==> config.mk <==
export PLATFORM = sky130hd
export DESIGN_NAME = hand_datapath
export DESIGN_NICKNAME = d
export VERILOG_FILES = /design/src/rtl/hand_datapath.sv
export SDC_FILE = /design/constraint.sdc
export NUM_CORES = 1
export LEC_CHECK = 0
export CORE_MARGIN = 2
export CORE_UTILIZATION = 55
export CTS_CLUSTER_DIAMETER = 200
export DETAILED_ROUTE_END_ITERATION = 8
export MAX_ROUTING_LAYER = met4
export PLACE_DENSITY = 0.8
export RECOVER_POWER = 100
export SYNTH_ARGS = -nofsm -noshare
export SYNTH_HDL_FRONTEND = slang
export SYNTH_SLANG_ARGS = --single-unit
==> constraint.sdc <==
create_clock -name slow_clock -period 9.92 [get_ports slow_clock]
set_input_delay 1.984 -clock slow_clock [delete_from_list [all_inputs] [get_ports slow_clock]]
set_output_delay 1.984 -clock slow_clock [all_outputs]
set_load 0.01 [all_outputs]
==> src/rtl/hand_datapath.sv <==
// Holds the player and dealer cards for one baccarat round and derives the
// hand scores, card counts and a sticky load-protocol error flag.
module hand_datapath #(
  parameter int RANK_W = 4
) (
  input  logic              slow_clock,
  input  logic              resetb,
  input  logic [RANK_W-1:0] new_card,
  input  logic              load_pcard1,
  input  logic              load_pcard2,
  input  logic              load_pcard3,
  input  logic              load_dcard1,
  input  logic              load_dcard2,
  input  logic              load_dcard3,
  output logic [3:0]        pcard3,
  output logic [3:0]        pscore,
  output logic [3:0]        dscore,
  output logic [1:0]        pcount,
  output logic [1:0]        dcount,
  output logic              load_error
);

  // Slot order: 0..2 are player cards 1..3, 3..5 are dealer cards 1..3.
  logic [RANK_W-1:0] slot [6];
  logic [5:0]        valid;
  logic [5:0]        loads;
  logic [5:0]        prereq;
  logic              any_load;
  logic              multi_load;
  logic              bad_card;
  logic              occupied;
  logic              order_err;
  logic              load_bad;
  logic [4:0]        psum;
  logic [4:0]        dsum;

  function automatic logic [3:0] card_value(input logic [RANK_W-1:0] rank);
    card_value = (rank >= RANK_W'(1) && rank <= RANK_W'(9)) ? 4'(rank) : 4'd0;
  endfunction

  function automatic logic [3:0] mod10(input logic [4:0] sum);
    if (sum >= 5'd20)
      mod10 = 4'(sum - 5'd20);
    else if (sum >= 5'd10)
      mod10 = 4'(sum - 5'd10);
    else
      mod10 = sum[3:0];
  endfunction

  assign loads = {load_dcard3, load_dcard2, load_dcard1,
                  load_pcard3, load_pcard2, load_pcard1};

  // A card 2 or 3 may only go in once the previous card of that hand is present.
  assign prereq     = {valid[4], valid[3], 1'b1, valid[1], valid[0], 1'b1};
  assign any_load   = |loads;
  assign multi_load = |(loads & (loads - 6'd1));
  assign bad_card   = (new_card == '0) || (new_card > RANK_W'(13));
  assign occupied   = |(loads & valid);
  assign order_err  = |(loads & ~prereq);
  assign load_bad   = any_load && (multi_load || bad_card || occupied || order_err);

  always_ff @(posedge slow_clock or posedge resetb) begin
    if (resetb) begin
      for (int i = 0; i < 6; i++) slot[i] <= '0;
      valid      <= '0;
      load_error <= 1'b0;
    end else if (any_load) begin
      if (load_bad) begin
        load_error <= 1'b1;
      end else begin
        for (int i = 0; i < 6; i++)
          if (loads[i]) slot[i] <= new_card;
        valid <= valid | loads;
      end
    end
  end

  assign psum = 5'(card_value(slot[0])) + 5'(card_value(slot[1])) + 5'(card_value(slot[2]));
  assign dsum = 5'(card_value(slot[3])) + 5'(card_value(slot[4])) + 5'(card_value(slot[5]));

  assign pscore = mod10(psum);
  assign dscore = mod10(dsum);
  assign pcard3 = card_value(slot[2]);
  assign pcount = 2'(valid[0]) + 2'(valid[1]) + 2'(valid[2]);
  assign dcount = 2'(valid[3]) + 2'(valid[4]) + 2'(valid[5]);

endmodule
## Word-level counts from Yosys, hierarchy flattened

Index checks and enable logic that the tools add are counted.
W data, S select, Z words.

- Add/subtract/negate cells: 13
- $lt $le $gt $ge: 17
- Multiplexer cells: 10
- Bitwise operators: 6
- Reductions and logical operators: 24

Operator list:

| cell | count |
|---|---|
| $mux W4 | 10 |
| $ge A4 B1 Y1 const B | 6 |
| $le A4 B4 Y1 const B | 6 |
| $reduce_or A6 Y1 | 4 |
| $and A6 B6 Y6 | 3 |
| $reduce_and A3 Y1 | 6 |
| $add A4 B4 Y5 | 2 |
| $add A5 B4 Y5 | 2 |
| $ge A5 B4 Y1 const B | 2 |
| $ge A5 B5 Y1 const B | 2 |
| $sub A4 B3 Y4 const B | 2 |
| $sub A4 B4 Y4 const B | 2 |
| $logic_and A1 B1 Y1 | 7 |
| $not A6 Y6 | 1 |
| $or A6 B6 Y6 | 1 |
| $sub A6 B1 Y6 const B | 1 |
| $add A1 B1 Y2 | 2 |
| $add A2 B1 Y2 | 2 |
| $gt A4 B4 Y1 const B | 1 |
| $logic_not A4 Y1 | 1 |
| $logic_or A1 B1 Y1 | 4 |
| $reduce_and A2 Y1 | 2 |
| $not A1 Y1 | 1 |

- Register bits after elaboration: 31
- Input bits: 12
- Output and inout port bits: 17
- Word-level logic and storage cells: 78

## Depth between registers and ports, before layout

Gate-level depths: netlist of run 1.

- Depth after elaboration: 9
- Depth in mapped cells: 12

## Worst setup path before layout of run 1

Ideal clock, no wire load.

- Path kind: reg-to-output
- Start: register slot[15] (netlist name)
- End: output port pscore[3]
- Data arrival time: 2908 ps
- Data required time: 7936 ps
- Slack: 5028 ps
- Cell stages (with the launch flop): 12
- Buffers on the path: 0
- Path through: dfrtp_1 -> nor2b_1 -> fa_1 -> ha_1 -> fa_1 -> xor2_1 -> inv_1 -> ha_1 -> a211o_1 -> nor3_1 -> a21oi_1 -> mux2i_1

- Word-level cells in the longest chain between the ends: 7
- Elaborated cells between the ends (all ways): 11

RTL lines:

| what | RTL line | source |
|---|---|---|
| start, declared | 24 | `logic [RANK_W-1:0] slot [6];` |
| start signal, assigned by index | 72 | `if (loads[i]) slot[i] <= new_card;` |
| $ge A4 B1 Y1 or $le A4 B4 Y1 (tied branches) | n/a |  |
| $logic_and A1 B1 Y1 (*) | n/a |  |
| $mux W4 (*) | n/a |  |
| named net pcard3[1] | 15 | `output logic [3:0] pcard3,` |
| $add A5 B4 Y5 (*) | 78 | `assign psum = 5'(card_value(slot[0])) + 5'(card_value(slot[1])) + 5'(card_value(slot[2]));` |
| $sub A4 B4 Y4 or $ge A5 B4 Y1 (tied branches) | 45, 44 |  |
| $mux W4 | 44 | `else if (sum >= 5'd10)` |
| $mux W4 (*) | 42 | `if (sum >= 5'd20)` |
| end, declared | 16 | `output logic [3:0] pscore,` |

Mark *: on every way through the listed nets, which the timed path passes. The rest lies on a longest branch.

## Worst setup path after layout of run 1

- Start: register slot[15] (netlist name)
- End: output port pscore[3]

- Word-level cells in the longest chain between the ends: 7
- Elaborated cells between the ends (all ways): 11

RTL lines:

| what | RTL line | source |
|---|---|---|
| $ge A4 B1 Y1 or $le A4 B4 Y1 (tied branches) | 38 | `card_value = (rank >= RANK_W'(1) && rank <= RANK_W'(9)) ? 4'(rank) : 4'd0;` |
| $logic_and A1 B1 Y1 | 38 |  |
| $mux W4 (*) | 38 |  |
| $add A5 B4 Y5 (*) | 78 |  |
| $sub A4 B4 Y4 or $ge A5 B4 Y1 (tied branches) | 45, 44 |  |
| $mux W4 | 44 |  |
| $mux W4 (*) | 42 |  |

Mark *: on every way between the ends. The rest lies on a longest branch, timed or not.

==> results of run 1 <==
power by group:
| group | internal, mW | switching (mW) | total (mW) | leakage (nW) |
|---|---|---|---|---|
| sequential | 0.136 | 0.00889 | 0.145 | 0.421 |
| clock | 0.0632 | 0.0427 | 0.106 | 0.0515 |
| combinational | 0.0618 | 0.0644 | 0.126 | 0.818 |
| total | 0.261 | 0.116 | 0.377 | 1.29 |
kinds of logic (layout without fill, tap and decap cells):
| logic type | Yosys count | count (layout) | synth area share, % |
|---|---|---|---|
| mux | 27 | 27 | 14.3 |
| compound gates | 31 | 31 | 9.98 |
| flops | 31 | 31 | 35.2 |
| fa+ha+maj | 25 | 25 | 18.2 |
| simple gates | 59 | 59 | 17.3 |
| xor+xnor | 6 | 6 | 2.38 |
| buf+inv | 14 | 50 | 2.72 |
worst paths after layout:
| check | from | end | slack [ns] | depth (start not counted) |
|---|---|---|---|---|
| worst max-delay path | slot[15] | pscore[3] | 4.10 | 13 |
| worst min-delay path | load_error | load_error | 0.46 | 1 |
| worst max register to register | valid[3] | slot[15] | 7.42 | 5 |
| worst min register to register | load_error | load_error | 0.46 | 1 |
| max in group asynchronous | resetb | valid[1] | 6.26 | 3 |
| min in group asynchronous | resetb | load_error | 2.71 | 3 |
flip-flops by register name, indices dropped and copies added, names as in the netlist:
name,flops
load_error,1
valid,6
slot,24
metrics by stage:
step	power [mW]	instance area [um2]	worst slack, ns	utilization (%)
global placement	0.277	2540	4.51	64.6
global route	0.402	2570	3.86	65.1
finish	0.377	2570	4.10	65.1
floorplan	0.231	2210	5.03	-
CTS	0.391	2650	4.15	67.1
detailed placement	0.282	2540	4.46	64.6
final cells by class:
type                    instances  area [um2]
clock buffers                   8         100
well taps                      50        62.6
multi-input cells             148        1300
flip-flops and latches         31         776
fillers                       327        1380
repair buffers                 29         284
inverters                      13        48.8
Yosys cell counts, types with 4 or more instances:
cell type / count
a21oi_1: 8
fa_1: 12
dfrtp_1: 31
ha_1: 12
or2_2: 4
nor3b_1: 8
nand2b_1: 6
mux2_4: 4
inv_1: 13
and2_1: 6
o21ai_0: 10
nor2_1: 5
nor2b_1: 12
mux2_2: 20
per-layer routing:
| metal | routed length (um) | share of wire, % | vias to the layer above |
|---|---|---|---|
| met3 | 120 | 2.9 | 7 |
| met2 | 1970 | 47 | 27 |
| li1 | - | - | 752 |
| met1 | 2010 | 48 | 735 |
| met4 | 63 | 1.5 | 0 |
| met5 | 0 | 0 | - |
==> impl_metrics.ini, run 1 <==
[outcome]
status = finished with violations
violations = capacitance limit, slew limit

[critical_path]
critPathKind = register to primary output
crit_chain = o21ai_0, and2_1, fa_1, ha_1, fa_1, xor2_1, inv_1, ha_1, a211o_1, nor3_1, a21oi_1, mux2i_1, dlygate4sd3_1
cp_top_family = adder cells
worstPathArrival_ns = 3.84
cp-start-kind = register
endpoint_kind = primary output
cp_max_fo = 5
max_stage_delay_ns = 0.61
crit_buf_inv = 2
cp_slowest_cell = dlygate4sd3_1
required_ns = 7.94

[cells_and_area]
instances_no_fill = 279
area_growth_pct = 16.4
drive_gt1_share_pct = 14.8
finalNetCount = 264
antenna_cells = 0
layout_commonest_cell = dfrtp_1
layout_common_cells = dfrtp_1 (31), mux2_2 (23), dlygate4sd3_1 (19)

[timing]
hold_viol = 0
slew_violations = 32
slew_headroom_pct = -9.06
setup_tns_ns = 0
finalSetupViolCount = 0
fin_crit_ns = 5.82
rsz0062_at_grt = false
worstMarginPinSlew_ns = 1.64
skew_ns = 0.00313
fin_crit_sh_pct = 58.7
max_freq_mhz = 172
hold_ws_ns = 0.463

[global_routing]
globalRouteTotalUtil_pct = 21.8
grt_util_met2_pct = 35.0
overflow = 0
grt_pass1_wl_um = 7020
grt_max_degree = 32
grt_pass1_vias = 1524
use_met3_pct = 4.33
use_met1_pct = 27.0
top_usage_layer = met2
antenna_found_initial = 0

[synth]
synth_largest_area_cell = dfrtp_1
synth_nets = 229
synth-async-reset-ratio_pct = 100
synth_edf_count = 0
synth-main-ff-cell = dfrtp_1
netlist_area_um2 = 2210
netlist-cell-type-count = 39
ys_seq_elements = 31
synth_top_area_share_pct = 35.2
ys_seq_area_share_pct = 35.2
synthTopCellsByArea = dfrtp_1 (35%), fa_1 (11%), mux2_2 (10%), ha_1 (6.8%), nor2b_1 (3.4%)
avgSynthCellArea_um2 = 11.4
netlist_instances = 193
yosysWarnings = 0

[floorplanning]
start_util_pct = 56.0
design.portCount = 29
fp.dieW_um = 67.3
die_h_um = 67.3
coreArea_um2 = 3940
rows = 23
die-area_um2 = 4530

[clocking]
root_buffer = clkbuf_8
cts_setup_buffers = 0
postCtsHoldBufs = 0
cts_resized = 0
clock_latency_ns = 0.28
clkTransAtPathRegs_ns = 0.06
cts_buffer_depth = 2
cts_tree = yes
numCtsBuffers = 5
htreeDepth = 2
clock-sinks = 31

[hold_path]
worst_hold_path_type = register to register

[pwr]
p_leak_nw = 1.29
power.density_nw_per_um2 = 147
vdd_drop_max_mv = 0.120

[routing]
first_iter_violations = 34
via_per_inst = 5.45
drc = 0
drt-wirelength-per-cell_um = 14.9
drtPass1Iterations = 4
finalWirelength_um = 4160
ant_nets = 0
vias = 1521

[job]
drv_cap = 1

[place]
gp_congestion = 0.794
dpl.hpwl_um = 3150
io_buffers = 28
placedCellCount = 271
Note: power is estimated with default switching activity, not from simulation.
==> inputs of run 2 (changes only) <==
clock period = 5.9 ns   (was 9.92 ns; I/O delays follow)
==> impl_metrics.ini, run 2 (synthesis results as in run 1) <==
[clocking]
postCtsHoldBufs = 0
root_buffer = clkbuf_8
htreeDepth = 2
cts_resized = 0
clock-sinks = 31
clock_latency_ns = 0.28
numCtsBuffers = 5
cts_buffer_depth = 2
cts_tree = yes
clkTransAtPathRegs_ns = 0.06
cts_setup_buffers = 0

[critical_path]
endpoint_kind = primary output
cp_max_fo = 5
crit_buf_inv = 2
cp-start-kind = register
critPathKind = register to primary output
max_stage_delay_ns = 0.62
worstPathArrival_ns = 3.88
cp_slowest_cell = dlygate4sd3_1
crit_chain = o21ai_0, and2_1, fa_1, ha_1, fa_1, xor2_1, inv_1, ha_1, a211o_1, nor3_1, a21oi_1, o21ai_0, dlygate4sd3_1
cp_top_family = adder cells
required_ns = 4.72

[pwr]
vdd_drop_max_mv = 0.138
p_leak_nw = 1.29
power.density_nw_per_um2 = 247

[timing]
slew_violations = 32
fin_crit_sh_pct = 85.8
slew_headroom_pct = -8.79
finalSetupViolCount = 0
rsz0062_at_grt = false
worstMarginPinSlew_ns = 1.63
fin_crit_ns = 5.06
max_freq_mhz = 197
setup_tns_ns = 0
hold_viol = 0
skew_ns = 0.00536

[global_routing]
overflow = 0
grt_pass1_vias = 1571
grt_pass1_wl_um = 7010
globalRouteTotalUtil_pct = 21.6
grt_max_degree = 32
antenna_found_initial = 0

[floorplanning]
coreArea_um2 = 3940
die-area_um2 = 4530
start_util_pct = 56.0
fp.dieW_um = 67.3
rows = 23
die_h_um = 67.3
design.portCount = 29

[outcome]
violations = capacitance limit, slew limit
status = finished with violations

[cells_and_area]
largest_reg_flops = 24
drive_gt1_share_pct = 13.5
layout_commonest_cell = dfrtp_1
fillers = 333
layout_common_cells = dfrtp_1 (31), mux2_2 (20), dlygate4sd3_1 (19)
antenna_cells = 0
final_util_pct = 65.1
finalNetCount = 264
top_regs = slot: 24 flops, valid: 6 flops, load_error: 1 flops
area_growth_pct = 16.4
top_register = slot

[routing]
first_iter_violations = 72
drc = 0
via_per_inst = 5.56
vias = 1551
drt-wirelength-per-cell_um = 15.1
finalWirelength_um = 4210
drtPass1Iterations = 4
ant_nets = 0

[job]
drv_cap = 1

[place]
dpl.hpwl_um = 3230
io_buffers = 28
gp_congestion = 0.788

[hold_path]
worst_hold_path_type = register to register
run 2: layout make-up:
cell class	instances	area (um2)	share of cell area, %
multi-input cells	148	1300	50.5
flip-flops and latches	31	776	30.2
inverters	13	48.8	1.90
well taps	50	62.6	2.44
repair buffers	29	284	11.1
clock buffers	8	100	3.90
run 2: metrics by stage:
step	power (mW)	hold WS, ns	instances	instance area (um2)	setup slack (ns)
6_report	0.635	0.465	279	2570	0.835
5_1_grt	0.675	0.484	279	2570	0.602
4_1_cts	0.656	0.478	279	2650	0.898
3_5_place_dp	0.473	0.451	271	2540	1.20
3_3_place_gp	0.465	0.452	271	2540	1.29
2_1_floorplan	0.388	0.469	193	2210	1.81
run 2: routing by layer:
metal | part of all wire (%) | vias to the layer above | track usage (%)
met5 | 0 | - | -
met4 | 1.4 | 0 | 7.40
met3 | 3.4 | 5 | 4.17
met2 | 49 | 29 | 36.6
met1 | 46 | 767 | 25.7
li1 | - | 750 | -
run 2: worst paths after layout:
check	startpoint	to	slack [ns]	cells past startpoint
max	slot[11]	dscore[3]	0.84	13
min	load_error	load_error	0.46	1
max reg2reg	valid[3]	slot[17]	3.36	5
min reg2reg	load_error	load_error	0.46	1
max in group asynchronous	resetb	slot[3]	3.05	3
min in group asynchronous	resetb	valid[0]	1.90	3
run 2: where the power goes:
group | switching [mW] | leakage, nW | internal, mW | total (mW)
combinational | 0.106 | 0.820 | 0.104 | 0.209
sequential | 0.0153 | 0.421 | 0.228 | 0.243
clock | 0.0759 | 0.0515 | 0.106 | 0.182
total | 0.197 | 1.29 | 0.438 | 0.635
